File: config.mk
export PLATFORM = sky130hd
export DESIGN_NAME = demux_tdm_1to4b4_flat
export DESIGN_NICKNAME = d
export VERILOG_FILES = /design/src/rtl/demux_tdm_1to4b4_if.sv /design/src/rtl/demux_tdm_1to4b4.sv /design/src/flat_wrapper.sv
export SDC_FILE = /design/constraint.sdc
export NUM_CORES = 1
export LEC_CHECK = 0
export CAP_MARGIN = 0
export CORE_ASPECT_RATIO = 0.5
export CORE_MARGIN = 5
export CORE_UTILIZATION = 40
export CTS_CLUSTER_SIZE = 24
export DETAILED_ROUTE_END_ITERATION = 10
export PLACE_DENSITY = 0.65
export SYNTH_ARGS = -nofsm -noshare
export SYNTH_HDL_FRONTEND = slang
export SYNTH_SLANG_ARGS = --single-unit
File: constraint.sdc
create_clock -name clk -period 2.7 [get_ports clk]
set_input_delay 0.675 -clock clk [delete_from_list [all_inputs] [get_ports clk]]
set_output_delay 0.675 -clock clk [all_outputs]
set_load 0.03 [all_outputs]
File: src/rtl/demux_tdm_1to4b4_if.sv
// rtl/demux_tdm_1to4b4_if.sv - link-side nibble stream and lane outputs of the 1-to-4 TDM demux
// The err member exists only when DEMUX_TDM_ERR_EN is defined.
interface demux_tdm_1to4b4_if #(
  parameter int W = 4
);
  logic         sync;
  logic         in_valid;
  logic [W-1:0] in_data;
  logic [W-1:0] O0;
  logic [W-1:0] O1;
  logic [W-1:0] O2;
  logic [W-1:0] O3;
  logic         frame_valid;
  logic [1:0]   slot;
  logic         locked;
`ifdef DEMUX_TDM_ERR_EN
  logic         err;

  modport master (
    output sync, in_valid, in_data,
    input  O0, O1, O2, O3, frame_valid, slot, locked, err
  );
  modport slave (
    input  sync, in_valid, in_data,
    output O0, O1, O2, O3, frame_valid, slot, locked, err
  );
`else
  modport master (
    output sync, in_valid, in_data,
    input  O0, O1, O2, O3, frame_valid, slot, locked
  );
  modport slave (
    input  sync, in_valid, in_data,
    output O0, O1, O2, O3, frame_valid, slot, locked
  );
`endif
endinterface

File: src/rtl/demux_tdm_1to4b4.sv
// rtl/demux_tdm_1to4b4.sv - 1-to-4 nibble TDM demultiplexer with sync framing and coherent lane commit
// Optional short-frame flag err is built when DEMUX_TDM_ERR_EN is defined.
module demux_tdm_1to4b4 #(
  parameter int W = 4
) (
  input  logic               clk,
  input  logic               rst,
  demux_tdm_1to4b4_if.slave  bus
);

  typedef enum logic {HUNT, LOCKED} state_t;

  state_t       state_q, state_d;
  logic [1:0]   slot_q, slot_d;
  logic [W-1:0] st0_q, st0_d;
  logic [W-1:0] st1_q, st1_d;
  logic [W-1:0] st2_q, st2_d;
  logic [W-1:0] o0_q, o0_d;
  logic [W-1:0] o1_q, o1_d;
  logic [W-1:0] o2_q, o2_d;
  logic [W-1:0] o3_q, o3_d;
  logic         fv_q, fv_d;
`ifdef DEMUX_TDM_ERR_EN
  logic         err_q, err_d;
`endif

  always_comb begin
    state_d = state_q;
    slot_d  = slot_q;
    st0_d   = st0_q;
    st1_d   = st1_q;
    st2_d   = st2_q;
    o0_d    = o0_q;
    o1_d    = o1_q;
    o2_d    = o2_q;
    o3_d    = o3_q;
    fv_d    = 1'b0;
`ifdef DEMUX_TDM_ERR_EN
    err_d   = 1'b0;
`endif
    if (bus.sync) begin
      // sync restarts framing; any partially collected frame is simply abandoned
      state_d = LOCKED;
`ifdef DEMUX_TDM_ERR_EN
      err_d = (state_q == LOCKED) && (slot_q != 2'd0);
`endif
      if (bus.in_valid) begin
        st0_d  = bus.in_data;
        slot_d = 2'd1;
      end else begin
        slot_d = 2'd0;
      end
    end else if ((state_q == LOCKED) && bus.in_valid) begin
      slot_d = slot_q + 2'd1;
      case (slot_q)
        2'd0: st0_d = bus.in_data;
        2'd1: st1_d = bus.in_data;
        2'd2: st2_d = bus.in_data;
        2'd3: begin
          // slot 3 bypasses staging so all four lanes land on the same edge
          o0_d = st0_q;
          o1_d = st1_q;
          o2_d = st2_q;
          o3_d = bus.in_data;
          fv_d = 1'b1;
        end
      endcase
    end
  end

  always_ff @(posedge clk or posedge rst) begin
    if (rst) begin
      state_q <= HUNT;
      slot_q  <= 2'd0;
      st0_q   <= '0;
      st1_q   <= '0;
      st2_q   <= '0;
      o0_q    <= '0;
      o1_q    <= '0;
      o2_q    <= '0;
      o3_q    <= '0;
      fv_q    <= 1'b0;
`ifdef DEMUX_TDM_ERR_EN
      err_q   <= 1'b0;
`endif
    end else begin
      state_q <= state_d;
      slot_q  <= slot_d;
      st0_q   <= st0_d;
      st1_q   <= st1_d;
      st2_q   <= st2_d;
      o0_q    <= o0_d;
      o1_q    <= o1_d;
      o2_q    <= o2_d;
      o3_q    <= o3_d;
      fv_q    <= fv_d;
`ifdef DEMUX_TDM_ERR_EN
      err_q   <= err_d;
`endif
    end
  end

  assign bus.O0          = o0_q;
  assign bus.O1          = o1_q;
  assign bus.O2          = o2_q;
  assign bus.O3          = o3_q;
  assign bus.frame_valid = fv_q;
  assign bus.slot        = slot_q;
  assign bus.locked      = (state_q == LOCKED);
`ifdef DEMUX_TDM_ERR_EN
  assign bus.err         = err_q;
`endif

endmodule

File: src/flat_wrapper.sv
// flat-port wrapper written by rule: the top's interface ports become plain ports
module demux_tdm_1to4b4_flat 
#(
  parameter int W = 4
)
  (clk, rst, bus_sync, bus_in_valid, bus_in_data, bus_O0, bus_O1, bus_O2, bus_O3, bus_frame_valid, bus_slot, bus_locked);
  demux_tdm_1to4b4_if #(.W(W)) bus_i ();
  input  logic clk;
  input  logic rst;
  input wire logic [$bits(bus_i.sync)-1:0] bus_sync;
  input wire logic [$bits(bus_i.in_valid)-1:0] bus_in_valid;
  input wire logic [$bits(bus_i.in_data)-1:0] bus_in_data;
  output wire logic [$bits(bus_i.O0)-1:0] bus_O0;
  output wire logic [$bits(bus_i.O1)-1:0] bus_O1;
  output wire logic [$bits(bus_i.O2)-1:0] bus_O2;
  output wire logic [$bits(bus_i.O3)-1:0] bus_O3;
  output wire logic [$bits(bus_i.frame_valid)-1:0] bus_frame_valid;
  output wire logic [$bits(bus_i.slot)-1:0] bus_slot;
  output wire logic [$bits(bus_i.locked)-1:0] bus_locked;
  assign bus_i.sync = bus_sync;
  assign bus_i.in_valid = bus_in_valid;
  assign bus_i.in_data = bus_in_data;
  assign bus_O0 = bus_i.O0;
  assign bus_O1 = bus_i.O1;
  assign bus_O2 = bus_i.O2;
  assign bus_O3 = bus_i.O3;
  assign bus_frame_valid = bus_i.frame_valid;
  assign bus_slot = bus_i.slot;
  assign bus_locked = bus_i.locked;
  demux_tdm_1to4b4 #(.W(W)) u_core (.clk(clk), .rst(rst), .bus(bus_i));
endmodule
* Word level (Yosys, flattened, before mapping)
Cells that the tools add are included.
Storage, ports and cells: bits of input ports 8, word-level logic and storage cells 34, register bits 32, output and inout bits 20
Operators by class: multiplexer cells 10, bitwise operators 1, add/subtract/negate cells 1, eq/ne operators 4, reductions and logical operators 8
Operators with widths (number):
- $mux 4 | 4
- $reduce_and 3->1 | 4
- $eq 2x2->1 const B | 2
- $mux 1 | 4
- $mux 2 | 2
- $reduce_bool 2->1 | 2
- $add 2x1->2 const B | 1
- $eq 2x1->1 const B | 1
- $logic_not 2->1 | 1
- $ne 2x1->1 const B | 1
- $logic_and 1x1->1 | 1
- $not 1->1 | 1

* Longest topological paths before layout
depth after elaboration 4, mapped depth 5, gate-level depth less buffers 5

* Worst setup path after synthesis
No wires, ideal clock.
kind input to register, start point input port bus_sync, end point register u_core.o0_q[0], in the netlist u_core.bus.O0[0], library setup time 0.125 ns, buffers on the path 1, cell stages on the path 4, data arrival time 1.503 ns, required time 2.575 ns, path slack 1.072 ns, path through and2b_4 > nand3_4 > buf_6 > mux2_4
Between the ends: word-level cells in the longest chain between the ends 2
Ends and longest elaborated chain:
- start: declaration | RTL line flat_wrapper.sv:10 | input wire logic [$bits(bus_i.sync)-1:0] bus_sync;
- $not 1->1 (no line)
- $reduce_and 3->1 (no line)
- end signal: assignment | RTL line demux_tdm_1to4b4.sv:78 | o0_q <= '0;
- end signal: assignment | RTL line demux_tdm_1to4b4.sv:92 | o0_q <= o0_d;
- end: declaration | RTL line demux_tdm_1to4b4.sv:18 | logic [W-1:0] o0_q, o0_d;
No other way between the ends. A chain may end at the register's enable or synchronous reset.

* Worst setup path after layout
start point register u_core.state_q, in the netlist u_core.bus.locked, end point output port bus_locked
RTL lines:
- start: declaration | RTL line demux_tdm_1to4b4.sv:13 | state_t state_q, state_d;
- start signal: assignment | RTL line demux_tdm_1to4b4.sv:87 | state_q <= state_d;
- end: declaration | RTL line flat_wrapper.sv:19 | output wire logic [$bits(bus_i.locked)-1:0] bus_locked;
No word-level cell between the ends.

==> impl_results.rst <==
.. list-table::
   :header-rows: 1

   * - Metric
     - Value
   * - Cell Pwr Density
     - 899.1 nW/um^2
   * - Num Clock Sinks
     - 32
   * - Maximum number of pins on one net before global-route repair
     - 33
   * - Via count
     - 752
   * - Final ANT Viol Nets
     - 0
   * - Worst-skew pair later-pin latency
     - 0.27 ns
   * - Finished Core Util
     - 56.01%
   * - Nets
     - 130
   * - Flops & latches, synth
     - 32
   * - Hold-critical path depth
     - 1
   * - Count of distinct cell types in the synthesized netlist
     - 16
   * - Horiz. Die Dim
     - 91.40 um
   * - Worst Path Arrival
     - 1.42 ns
   * - Starting DRT DRC Count
     - 3
   * - Start of the worst register-to-register path
     - u_core.bus.slot[0]
   * - Hold violation count in the final report
     - 0
   * - Number of iterations in the first detailed-routing pass
     - 4
   * - Maximum clock frequency
     - 476.3 MHz
   * - List of most frequent post-synthesis cells
     - dfrtp_1 (32), mux2_2 (19), mux2_4 (9), inv_1 (5), ha_1 (4)
   * - Worst R2R Setup Slack
     - 1.15 ns
   * - Switching power
     - 0.4774 mW
   * - # DRC
     - 0
   * - Core box area
     - 3083 um^2
   * - Clock network fraction of total power
     - 23.6%
   * - Peak per-stage delay on the critical path
     - 0.72 ns
   * - RSZ-0062 raised after global routing
     - no
   * - Switching share of total power
     - 30.75%
   * - Destination of the worst register-to-register timing path
     - u_core.st0_q[2]
   * - Outcome
     - complete, no violations
   * - Cts bufs inserted
     - 5
   * - Total Die Area
     - 4633 um^2
   * - Number of port buffers
     - 27
   * - Cell-internal power
     - 1.075 mW
   * - Post-CTS clock slew at the launch and capture registers of the worst setup and hold paths
     - 0.06 ns
   * - Kind of launch point of the worst setup path
     - flip-flop
   * - Rows
     - 14
   * - Initial antenna violation count
     - 0
   * - Most frequent cell after synthesis
     - dfrtp_1
   * - Final Max Tran Viols
     - 0
   * - Number of enable-type register cells in the synthesized netlist
     - 0
   * - Maximum net fanout on the critical path
     - 7
   * - Slew at the pin closest to its max-slew limit
     - 0.4039 ns
   * - Combinational cell fraction of total power
     - 33.1%
   * - Final worst setup slack
     - 0.6003 ns
   * - Class of the most critical setup path
     - flip-flop to primary output
   * - Crit-path cells
     - clkdlybuf4s50_1
   * - Global router's overall resource usage
     - 11.00%
   * - Final setup violating endpoints
     - 0
   * - Max VDD drop
     - 0.0004717 V
   * - Final Routed Wirelength
     - 2289 um
   * - Total negative slack
     - 0 ns
   * - Pleak
     - 0.8164 nW
   * - DIE HEIGHT
     - 50.70 um
   * - Hold_buf cts
     - 0
   * - Vias in the first global route
     - 773
   * - Setup slack at placement
     - 0.4534 ns
   * - Max-cap violations
     - 0
   * - Routed via count divided by cell count
     - 4.730
   * - Final Critical Period
     - 2.100 ns
   * - Part of the power in registers
     - 43.2%
   * - R2R depth
     - 5
   * - Most used flip-flop cell after synthesis
     - dfrtp_1
   * - Largest buffer count on any clock path
     - 2
   * - Endpoint kind of the worst setup timing path
     - primary output
   * - Period utilisation layout
     - 77.77%
   * - Area fraction of the dominant cell type after synthesis
     - 60.43%
   * - Initial core utilization
     - 42.98%
   * - Cell chosen for the clock root
     - clkbuf_8
   * - Fin Clk Skew
     - 0.002987 ns
   * - Required time worst endpoint
     - 2.03 ns
   * - Total congestion overflow
     - 0
   * - Yosys warning count
     - 0
   * - Crit path buf inv count
     - 1
   * - Top cells by area, synth
     - dfrtp_1 (60%), mux2_2 (16%), mux2_4 (10%)
   * - Portion of the post-synthesis area used by sequential elements
     - 60.43%
   * - Final cell count without fillers
     - 159
   * - Cell type with the highest aggregate area in the netlist
     - dfrtp_1
   * - Post-CTS sizing
     - 0
   * - Share of flip-flops with an asynchronous set or reset
     - 100.0%
   * - Start point of the worst min-delay path
     - u_core.st2_q[2]
   * - Placer Congestion
     - 0.7997
   * - Number of nets produced by synthesis
     - 97
   * - I/O pins
     - 28
   * - Kind of path behind the tightest hold check
     - flip-flop to flip-flop
   * - Kind of cell adding the most delay to the critical path
     - buffers and inverters
   * - Cell Count Post-Placement
     - 151
   * - Hold Crit Endpoint
     - u_core.bus.O2[2]
   * - Synthesized netlist cell count
     - 85
   * - Total number of H-tree levels
     - 2
   * - Worst slew margin relative to its limit
     - 73.08%
   * - Wire length of the first global-routing pass
     - 3836 um
   * - Cell at the slowest stage of the critical path
     - clkdlybuf4s50_1
   * - Number of buffers added for setup after CTS
     - 0
   * - Avg Cell Area, Syn
     - 15.59 um^2
   * - Layout cells sized above 1
     - 31.93%
   * - Clock tree from TritonCTS
     - done
   * - Synthesized cell area
     - 1325 um^2
   * - Post-detailed-route wirelength per cell
     - 14.40 um
   * - Antenna diode count
     - 0
   * - Synth-to-layout area growth
     - 30.31%
sequential cells by signal (all words and copies together) (netlist names):
signal                  flops
u_core.bus.locked           1
u_core.st1_q                4
u_core.bus.O2               4
u_core.bus.O3               4
u_core.st2_q                4
u_core.st0_q                4
u_core.bus.frame_valid      1
u_core.bus.O1               4
u_core.bus.O0               4
u_core.bus.slot             2
power by group through the flow:
stage	Sequential, mW	Combinational (mW)	Clock, mW
after floorplan	0.827	0.160	0
after global placement	0.678	0.511	0
after detailed placement	0.682	0.522	0
after CTS	0.673	0.523	0.377
after global routing	0.687	0.542	0.407
final	0.671	0.514	0.367
cell usage in the layout, fill, tap and decap left out:
cell	netlist	final
clkdlybuf4s50_1	0	27
nand2_1	3	3
buf_4	0	1
inv_1	5	5
nand3_4	1	1
or2_2	1	1
nand3b_1	1	1
dfrtp_1	32	32
clkbuf_1	0	2
nand3_1	3	3
a21o_1	1	1
clkbuf_8	0	6
and2b_4	1	1
mux2_2	19	19
ha_1	4	4
a21oi_1	2	2
mux2_4	9	9
o21ai_0	1	1
routing by layer:
| metal | GRT usage [%] | up-vias | part of all wire, % |
|---|---|---|---|
| li1 | - | 357 | - |
| met1 | 13.85 | 371 | 48 |
| met2 | 16.51 | 20 | 45 |
| met3 | 3.731 | 4 | 5.8 |
| met4 | 6.585 | 0 | 1.4 |
| met5 | 0 | - | 0 |
metrics by stage:
step                power (mW)  area (um^2)  hold slack, ns
detailed placement       1.204         1637          0.4868
global route             1.635         1727          0.5125
finish                   1.552         1727          0.4984
global placement         1.189         1637          0.4836
CTS                      1.572         1727          0.5009
floorplan               0.9877         1325          0.4749
cells by family after synthesis:
family | count (synthesis) | share of synthesized area (%)
compound gates | 4 | 1.700
fa+ha+maj | 4 | 3.777
buf+inv | 7 | 2.644
flops | 32 | 60.43
simple gates | 10 | 5.100
mux | 28 | 26.35
worst max path at each step:
stage | start | depth (start not counted) | endpoint
detailed placement | bus_sync | 4 | u_core.bus.O2[3]
floorplan | bus_sync | 4 | u_core.bus.O0[0]
global placement | bus_sync | 4 | u_core.bus.O1[3]
CTS | u_core.bus.locked | 1 | bus_locked
global route | u_core.bus.locked | 1 | bus_locked
finish | u_core.bus.locked | 1 | bus_locked
area by class of cell:
class / count / area, um^2
well taps: 40 / 50.05
repair buffers: 28 / 277.8
clock buffers: 8 / 90.09
fillers: 270 / 1356
flip-flops and latches: 32 / 800.8
multi-input cells: 46 / 489.2
inverters: 5 / 18.77
Note: power is estimated with default switching activity, not from simulation.
